==> src/rtl/ql_bus_master.sv <==
// ---------------------------------------------------------------------------
// ql_bus_master
//
// 68008-style bus-cycle initiator for the QL expansion bus. A host-side
// command (req/wr/addr/wdata) launches one byte read or write cycle on the
// bus (address, asl, dsl, rdwl, data). The cycle ends when the slave
// acknowledges on dtackl or when the acknowledge wait times out.
//
// Cycle shape:
//   IDLE -> SETUP -> STROBE -> WAIT -> TERM -> HOLD -> IDLE
//
// Ports
//   clk, rst      rising-edge clock, asynchronous active-high reset
//   req           command strobe, accepted only while ready=1
//   wr            1 = write cycle, 0 = read cycle (sampled with req)
//   addr          cycle address (sampled with req)
//   wdata         write data (sampled with req)
//   ready         idle, a req will be accepted on this edge
//   done          one-clock pulse when a cycle ends (normal or error)
//   berr          valid with done: 1 = dtackl timeout
//   rdata         read data, updated only by a successful read
//   address       bus address, valid while addr_oe=1
//   addr_oe       address/control output enable
//   asl, dsl      address and data strobes, active low
//   rdwl          1 = read, 0 = write
//   data_out      bus write data
//   data_oe       bus data output enable (write cycles only)
//   data_in       bus read data
//   dtackl        slave acknowledge, active low, asynchronous to clk
// ---------------------------------------------------------------------------
module ql_bus_master #(
  parameter int ADDR_W    = 20,
  parameter int DATA_W    = 8,
  parameter int SETUP_CYC = 1,
  parameter int HOLD_CYC  = 1,
  parameter int TIMEOUT   = 255
) (
  input  logic              clk,
  input  logic              rst,
  input  logic              req,
  input  logic              wr,
  input  logic [ADDR_W-1:0] addr,
  input  logic [DATA_W-1:0] wdata,
  output logic              ready,
  output logic              done,
  output logic              berr,
  output logic [DATA_W-1:0] rdata,
  output logic [ADDR_W-1:0] address,
  output logic              addr_oe,
  output logic              asl,
  output logic              dsl,
  output logic              rdwl,
  output logic [DATA_W-1:0] data_out,
  output logic              data_oe,
  input  logic [DATA_W-1:0] data_in,
  input  logic              dtackl
);

  localparam logic [2:0] S_IDLE   = 3'd0;
  localparam logic [2:0] S_SETUP  = 3'd1;
  localparam logic [2:0] S_STROBE = 3'd2;
  localparam logic [2:0] S_WAIT   = 3'd3;
  localparam logic [2:0] S_TERM   = 3'd4;
  localparam logic [2:0] S_HOLD   = 3'd5;

  // Terminal values of the shared phase counter. The counter starts at 0 on
  // entry to each timed phase, so the phase ends when it holds N-1.
  localparam logic [7:0] SETUP_LAST = 8'(SETUP_CYC - 1);
  localparam logic [7:0] HOLD_LAST  = 8'(HOLD_CYC - 1);
  localparam logic [7:0] TO_LAST    = 8'(TIMEOUT - 1);

  logic [2:0] state;
  logic [2:0] state_nxt;
  logic [7:0] cnt;
  logic [7:0] cnt_nxt;
  logic       wr_q;

  // dtackl synchronizer: dtk_p0 is the metastability stage, dtk_s the
  // usable acknowledge.
  logic       dtk_p0;
  logic       dtk_s;

  logic       accept;
  logic       setup_end;
  logic       wait_ack;
  logic       wait_to;
  logic       hold_end;

  assign ready = (state == S_IDLE);

  // Cycle events. The acknowledge wins over a timeout landing on the same
  // edge, so a slave answering in the last WAIT clock is still a success.
  always_comb begin
    accept    = (state == S_IDLE)  && req;
    setup_end = (state == S_SETUP) && (cnt == SETUP_LAST);
    wait_ack  = (state == S_WAIT)  && !dtk_s;
    wait_to   = (state == S_WAIT)  &&  dtk_s && (cnt == TO_LAST);
    hold_end  = (state == S_HOLD)  && (cnt == HOLD_LAST);
  end

  always_comb begin
    state_nxt = state;
    cnt_nxt   = cnt;
    case (state)
      S_IDLE: begin
        if (accept) begin
          state_nxt = S_SETUP;
          cnt_nxt   = '0;
        end
      end
      S_SETUP: begin
        if (setup_end) begin
          state_nxt = S_STROBE;
        end else begin
          cnt_nxt = cnt + 8'd1;
        end
      end
      S_STROBE: begin
        state_nxt = S_WAIT;
        cnt_nxt   = '0;
      end
      S_WAIT: begin
        if (wait_ack || wait_to) begin
          state_nxt = S_TERM;
        end else begin
          cnt_nxt = cnt + 8'd1;
        end
      end
      S_TERM: begin
        state_nxt = S_HOLD;
        cnt_nxt   = '0;
      end
      S_HOLD: begin
        if (hold_end) begin
          state_nxt = S_IDLE;
        end else begin
          cnt_nxt = cnt + 8'd1;
        end
      end
      default: begin
        state_nxt = S_IDLE;
        cnt_nxt   = '0;
      end
    endcase
  end

  // ---- state / phase counter ----
  always_ff @(posedge clk or posedge rst) begin
    if (rst) begin
      state <= S_IDLE;
      cnt   <= '0;
    end else begin
      state <= state_nxt;
      cnt   <= cnt_nxt;
    end
  end

  // ---- dtackl synchronizer ----
  // Only clocked while waiting: an acknowledge left asserted from before
  // the strobes (or stuck low) is not seen until two WAIT clocks in, and
  // the flops are re-armed to "negated" in every other state.
  always_ff @(posedge clk or posedge rst) begin
    if (rst) begin
      dtk_p0 <= 1'b1;
      dtk_s  <= 1'b1;
    end else if (state == S_WAIT) begin
      dtk_p0 <= dtackl;
      dtk_s  <= dtk_p0;
    end else begin
      dtk_p0 <= 1'b1;
      dtk_s  <= 1'b1;
    end
  end

  // ---- command latch: address, write data, direction ----
  // Held after the cycle so the bus lines do not toggle while disabled.
  always_ff @(posedge clk or posedge rst) begin
    if (rst) begin
      address  <= '0;
      data_out <= '0;
      wr_q     <= 1'b0;
    end else if (accept) begin
      address  <= addr;
      data_out <= wdata;
      wr_q     <= wr;
    end
  end

  // ---- address/control enables ----
  // rdwl and data_oe change only together with addr_oe, so data_oe=1 can
  // never coincide with rdwl=1 and the strobes always sit inside addr_oe.
  always_ff @(posedge clk or posedge rst) begin
    if (rst) begin
      addr_oe <= 1'b0;
      rdwl    <= 1'b1;
      data_oe <= 1'b0;
    end else if (accept) begin
      addr_oe <= 1'b1;
      rdwl    <= ~wr;
      data_oe <= wr;
    end else if (hold_end) begin
      addr_oe <= 1'b0;
      rdwl    <= 1'b1;
      data_oe <= 1'b0;
    end
  end

  // ---- strobes ----
  // Reads drop dsl with asl; writes drop dsl one clock later so the data
  // has been on the bus for a full clock first. Both rise together.
  always_ff @(posedge clk or posedge rst) begin
    if (rst) begin
      asl <= 1'b1;
      dsl <= 1'b1;
    end else if (setup_end) begin
      asl <= 1'b0;
      if (!wr_q) begin
        dsl <= 1'b0;
      end
    end else if ((state == S_STROBE) && wr_q) begin
      dsl <= 1'b0;
    end else if (wait_ack || wait_to) begin
      asl <= 1'b1;
      dsl <= 1'b1;
    end
  end

  // ---- completion status and read data ----
  // done/berr are set on the WAIT exit edge and therefore last exactly the
  // single TERM clock.
  always_ff @(posedge clk or posedge rst) begin
    if (rst) begin
      done  <= 1'b0;
      berr  <= 1'b0;
      rdata <= '0;
    end else begin
      done <= wait_ack || wait_to;
      berr <= wait_to;
      if (wait_ack && !wr_q) begin
        rdata <= data_in;
      end
    end
  end

endmodule

==> config.mk <==
export PLATFORM = sky130hd
export DESIGN_NAME = ql_bus_master
export DESIGN_NICKNAME = d
export VERILOG_FILES = /design/src/rtl/ql_bus_master.sv
export SDC_FILE = /design/constraint.sdc
export NUM_CORES = 1
export LEC_CHECK = 0
export ABC_AREA = 1
export CORE_ASPECT_RATIO = 1.1
export CORE_UTILIZATION = 30
export CTS_CLUSTER_DIAMETER = 100
export DETAILED_ROUTE_END_ITERATION = 12
export PLACE_DENSITY = 0.66
export SYNTH_ARGS = -nofsm -noshare
export SYNTH_HDL_FRONTEND = slang
export SYNTH_SLANG_ARGS = --single-unit
export TNS_END_PERCENT = 50
==> constraint.sdc <==
create_clock -name clk -period 2.2 [get_ports clk]
set_input_delay 0.33 -clock clk [delete_from_list [all_inputs] [get_ports clk]]
set_output_delay 0.33 -clock clk [all_outputs]
set_load 0.01 [all_outputs]
[Yosys cells after proc, flatten, opt, wreduce, memory -nomap -nowiden]
Cells that the tools add are included.
Storage, ports and cells
  bits in registers: 57
  bits of input ports: 41
  word-level logic and storage cells: 75
Operators by class
  bitwise operators: 1
  multiplexer cells: 23
  add/subtract/negate cells: 1
  eq/ne operators: 15
  reductions and logical operators: 20
Operators by type and width (count)
  8-bit two-way mux: 4
  8-bit case mux with 4 select lines: 1
  3-bit case mux with 6 select lines: 1
  2-bit != test (second input constant): 7
  1-bit two-way mux: 13
  3-bit two-way mux: 4
  8-bit by 1-bit adder with 8-bit output (second input constant): 1
  8-bit equality test (second input constant): 1
  1-bit logical AND: 8
  8-bit zero test: 1
  4-bit AND reduction: 2
  3-bit by 2-bit equality test with 1-bit output (second input constant): 2
  3-bit equality test (second input constant): 2
  2-bit by 1-bit != test with 1-bit output (second input constant): 2
  2-bit AND reduction: 2
  2-bit nonzero test: 2
  3-bit by 1-bit equality test with 1-bit output (second input constant): 1
  3-bit zero test: 1
  3-bit nonzero test: 1
  1-bit zero test: 2
  1-bit logical OR: 1
  1-bit inverter: 1

[Depth between registers and ports, before layout]
  word-level depth: 7
  depth in mapped cells: 9
  mapped depth without buffers: 9

[Worst setup path after synthesis]
OpenSTA, ideal clock, no wires.
  path type: register to register
  start point: register state[2]
  end point: register rdata[0]
  cell stages (with the launch flop): 10
  library setup time: 117 ps
  setup slack: 718 ps
  arrival time: 1365 ps
  required time: 2083 ps
  path buffers: 3
  path through: dfrtp_1 > buf_6 > inv_6 > nand3_2 > or2_1 > or2_1 > buf_6 > buf_12 > nand2_2 > o21ai_2
Between the ends
  word-level cells in the longest chain between the ends: 3
Ends and longest elaborated chain
  from (decl): RTL line 72  | logic [2:0] state;
  from (signal assigned): RTL line 153  | state <= state_nxt;
  3-bit by 2-bit equality test with 1-bit output: RTL line 96  | wait_ack = (state == S_WAIT) && !dtk_s;
  1-bit logical AND: RTL line 96
  1-bit logical AND: RTL line 239  | if (wait_ack && !wr_q) begin
  to (signal assigned): RTL line 240  | rdata <= data_in;
  to (decl): RTL line 47  | output logic [DATA_W-1:0] rdata,
Every way passes these cells.
A chain may end at the register's enable or synchronous reset.

[Final worst setup path]
  start point: register state[0]
  end point: output port ready
Between the ends
  word-level cells in the longest chain between the ends: 1
Ends and longest elaborated chain
  3-bit zero test: RTL line 89  | assign ready = (state == S_IDLE);
  to (decl): RTL line 44  | output logic ready,
Every way passes these cells.

==> flow_summary.json <==
{
  "post-place-ws_ns": 0.448,
  "finish.utilization_pct": 44.9,
  "report.final.hold_viol_count": 0,
  "post_cts_buffers": 0,
  "sort_of_element_at_the_start_of_the_critical_path": "flip-flop",
  "die_width_um": 91.9,
  "syn_inst": 328,
  "critical-path-slowest-cell": "sky130_fd_sc_hd__clkdlybuf4s50_1",
  "design.final.nets": 460,
  "clk_pin_slew_worst_paths_ns": 0.06,
  "cts_resized": 0,
  "worstPathRequired_ns": 1.87,
  "buffer_ports.inserted": 84,
  "power.total_mw": 4.68,
  "floorplan.io_pins": 85,
  "grt_pass1_wl_mm": 10.1,
  "syn_avg_cell_area_sq_um": 8.13,
  "critical_path_buf_inv_count": 2,
  "rr_startpoint": "state[2]",
  "total_leakage_power_nw": 1.91,
  "final-setup-viol-count": 0,
  "cts-hold-fix-buffers": 0,
  "commonest_cells_after_routing_fill_and_taps_aside": "149 x sky130_fd_sc_hd__nand2_1, 84 x sky130_fd_sc_hd__clkdlybuf4s50_1, 52 x sky130_fd_sc_hd__dfrtp_1",
  "first_global_vias": 2311,
  "cp_top_family": "buffers and inverters",
  "skew_ns": 0.00894,
  "final.period_utilization_pct": 92.7,
  "finalWirelength_mm": 5.99,
  "final_cell_area_sq_um": 3810,
  "route.antenna.remaining_nets": 0,
  "cts_root_buffer": "sky130_fd_sc_hd__clkbuf_8",
  "overall_overflow_remaining_after_global_route": 0,
  "clock_tree_from_tritoncts": "done",
  "synth.yosys.warnings": 0,
  "unrepaired_setup_endpoints_after_global_routing": "no",
  "netlist-cell-type-count": 24,
  "cts_sinks": 57,
  "grt_util_all_layers_pct": 13.9,
  "post-route-drc-count": 0,
  "tightestPinTransition_ns": 0.693,
  "setup.reg_to_reg.worst_slack_ns": 0.43,
  "max_stage_delay_ns": 0.54,
  "gp_routability_congestion": 0.823,
  "antenna_violations_before_repair": 0,
  "place_hpwl_mm": 4.36,
  "grt_max_degree": 30,
  "maximum_clock_insertion_buffer_count": 2,
  "worst_ep_arrival_time_ns": 1.71,
  "outcome": "completed",
  "core-area_sq_um": 8500,
  "fp.dieArea_sq_um": 9270,
  "worst_setup_path_end_kind": "primary output",
  "firstDrtPassIters": 5,
  "n_fill_cell": 867,
  "drtIter0Drc": 105,
  "power.density_nw_per_um2": 1230,
  "cts_htree_levels": 3,
  "nets_in_the_synthesized_netlist": 372,
  "starting_density_of_the_core_pct": 31.4,
  "max_cap_violations": 0,
  "layout.area.seq_sq_um": 1430,
  "drive_gt1_share_pct": 10.2,
  "regToRegEndpoint": "rdata[2]",
  "vias_per_inst": 4.34,
  "num_vias": 2304,
  "worstHoldPathType": "primary input to asynchronous set/reset pin",
  "mostFrequentLayoutCell": "sky130_fd_sc_hd__nand2_1",
  "antenna_cells_inserted": 0,
  "max_fanout_on_critical_path": 8,
  "cts-buffers-inserted": 9,
  "layout-area-overhead-vs-synth_pct": 43.1,
  "layout_min_cycle_time_ns": 2.04,
  "routedWlPerCell_um": 11.3,
  "crit_type": "flip-flop to primary output",
  "netlist_area_sq_um": 2670,
  "multiInputGateArea_sq_um": 1030,
  "max_clock_freq_mhz": 490,
  "slew_headroom_pct": 53.8,
  "cp_cell_sequence": "nor2_1, nand2_1, inv_1, clkdlybuf4s50_1",
  "reg2reg_depth": 6,
  "clock_latency_ns": 0.34,
  "setup_total_negative_slack_ns": 0,
  "detailed_place.area_sq_um": 3610,
  "setup_slack_ns": 0.160,
  "row_count": 35,
  "drv_slew": 0,
  "ir_worst_vdd_mv": 0.468,
  "dieHeight_um": 101,
  "ys_ff_latch": 57,
  "synth-seq-area-share_pct": 53.8
}
## registers in the layout (all words and copies together) (netlist names), 3 cells and up
name	count
address	20
cnt	8
data_out	8
rdata	8
state	3
## cell usage after synthesis
cell / count / share of area, %
sky130_fd_sc_hd__o21bai_1: 8 / 2.3
sky130_fd_sc_hd__nand3_2: 1 / 0.38
sky130_fd_sc_hd__nand2_1: 149 / 21
sky130_fd_sc_hd__a21oi_1: 9 / 1.7
sky130_fd_sc_hd__clkbuf_4: 1 / 0.28
sky130_fd_sc_hd__clkbuf_1: 3 / 0.42
sky130_fd_sc_hd__nand3_1: 10 / 1.9
sky130_fd_sc_hd__buf_6: 2 / 0.85
sky130_fd_sc_hd__o21ai_0: 4 / 0.75
sky130_fd_sc_hd__inv_6: 1 / 0.33
sky130_fd_sc_hd__or2_2: 2 / 0.47
sky130_fd_sc_hd__or2_1: 2 / 0.47
sky130_fd_sc_hd__inv_1: 29 / 4.1
sky130_fd_sc_hd__buf_2: 3 / 0.56
sky130_fd_sc_hd__nor2_1: 24 / 3.4
sky130_fd_sc_hd__dfrtp_1: 52 / 49
sky130_fd_sc_hd__nand2_2: 3 / 0.70
sky130_fd_sc_hd__buf_4: 2 / 0.56
sky130_fd_sc_hd__o21ai_2: 8 / 2.6
sky130_fd_sc_hd__nor2_2: 1 / 0.23
sky130_fd_sc_hd__dfstp_2: 5 / 4.9
sky130_fd_sc_hd__nand4_1: 5 / 1.2
sky130_fd_sc_hd__buf_12: 1 / 0.75
sky130_fd_sc_hd__ha_1: 3 / 1.4
## final cells by class
cell class	instances	share of cell area (%)
clock buffer	9	3.25
sequential	57	37.6
multi-input combinational	229	26.9
timing repair buffer	89	23.4
clock inverter	6	2.20
inverter	30	3.08
tap	111	3.64
## power breakdown
group,internal (mW),total [mW],switching (mW)
clock network,0.626,1.04,0.414
registers,1.45,1.73,0.281
logic,0.957,1.91,0.950
total,3.03,4.68,1.65
## worst max-delay path by stage
stage | from | to | slack [ns] | cells past startpoint
finish | state[0] | ready | 0.16 | 4
floorplan | rst | addr_oe | 0.48 | 1
CTS | state[0] | ready | 0.15 | 4
global placement | state[2] | rdata[1] | 0.48 | 6
detailed placement | state[2] | rdata[2] | 0.45 | 6
global route | state[0] | ready | 0.08 | 4
## logic make-up after synthesis
kind of cell / after synthesis / share of synthesized area, %
AOI/OAI and AO/OA: 29 / 7.32
adders and majority gates: 3 / 1.41
DFF: 57 / 53.8
buffers and inverters: 42 / 7.84
and+or+nand+nor: 197 / 29.7
## per-stage QoR
step | instances | hold WS, ns
after floorplan | 328 | 0.442
after global placement | 516 | 0.455
after detailed placement | 516 | 0.459
after CTS | 531 | 0.352
after global routing | 531 | 0.381
final | 531 | 0.333
## per-layer routing
layer | global-route usage (%) | routed length (um)
met2 | 23.1 | 2960
met3 | 4.00 | 313
met4 | 7.33 | 64
met5 | 0 | 0
met1 | 16.2 | 2650
Power figures use the tool's default switching activity.
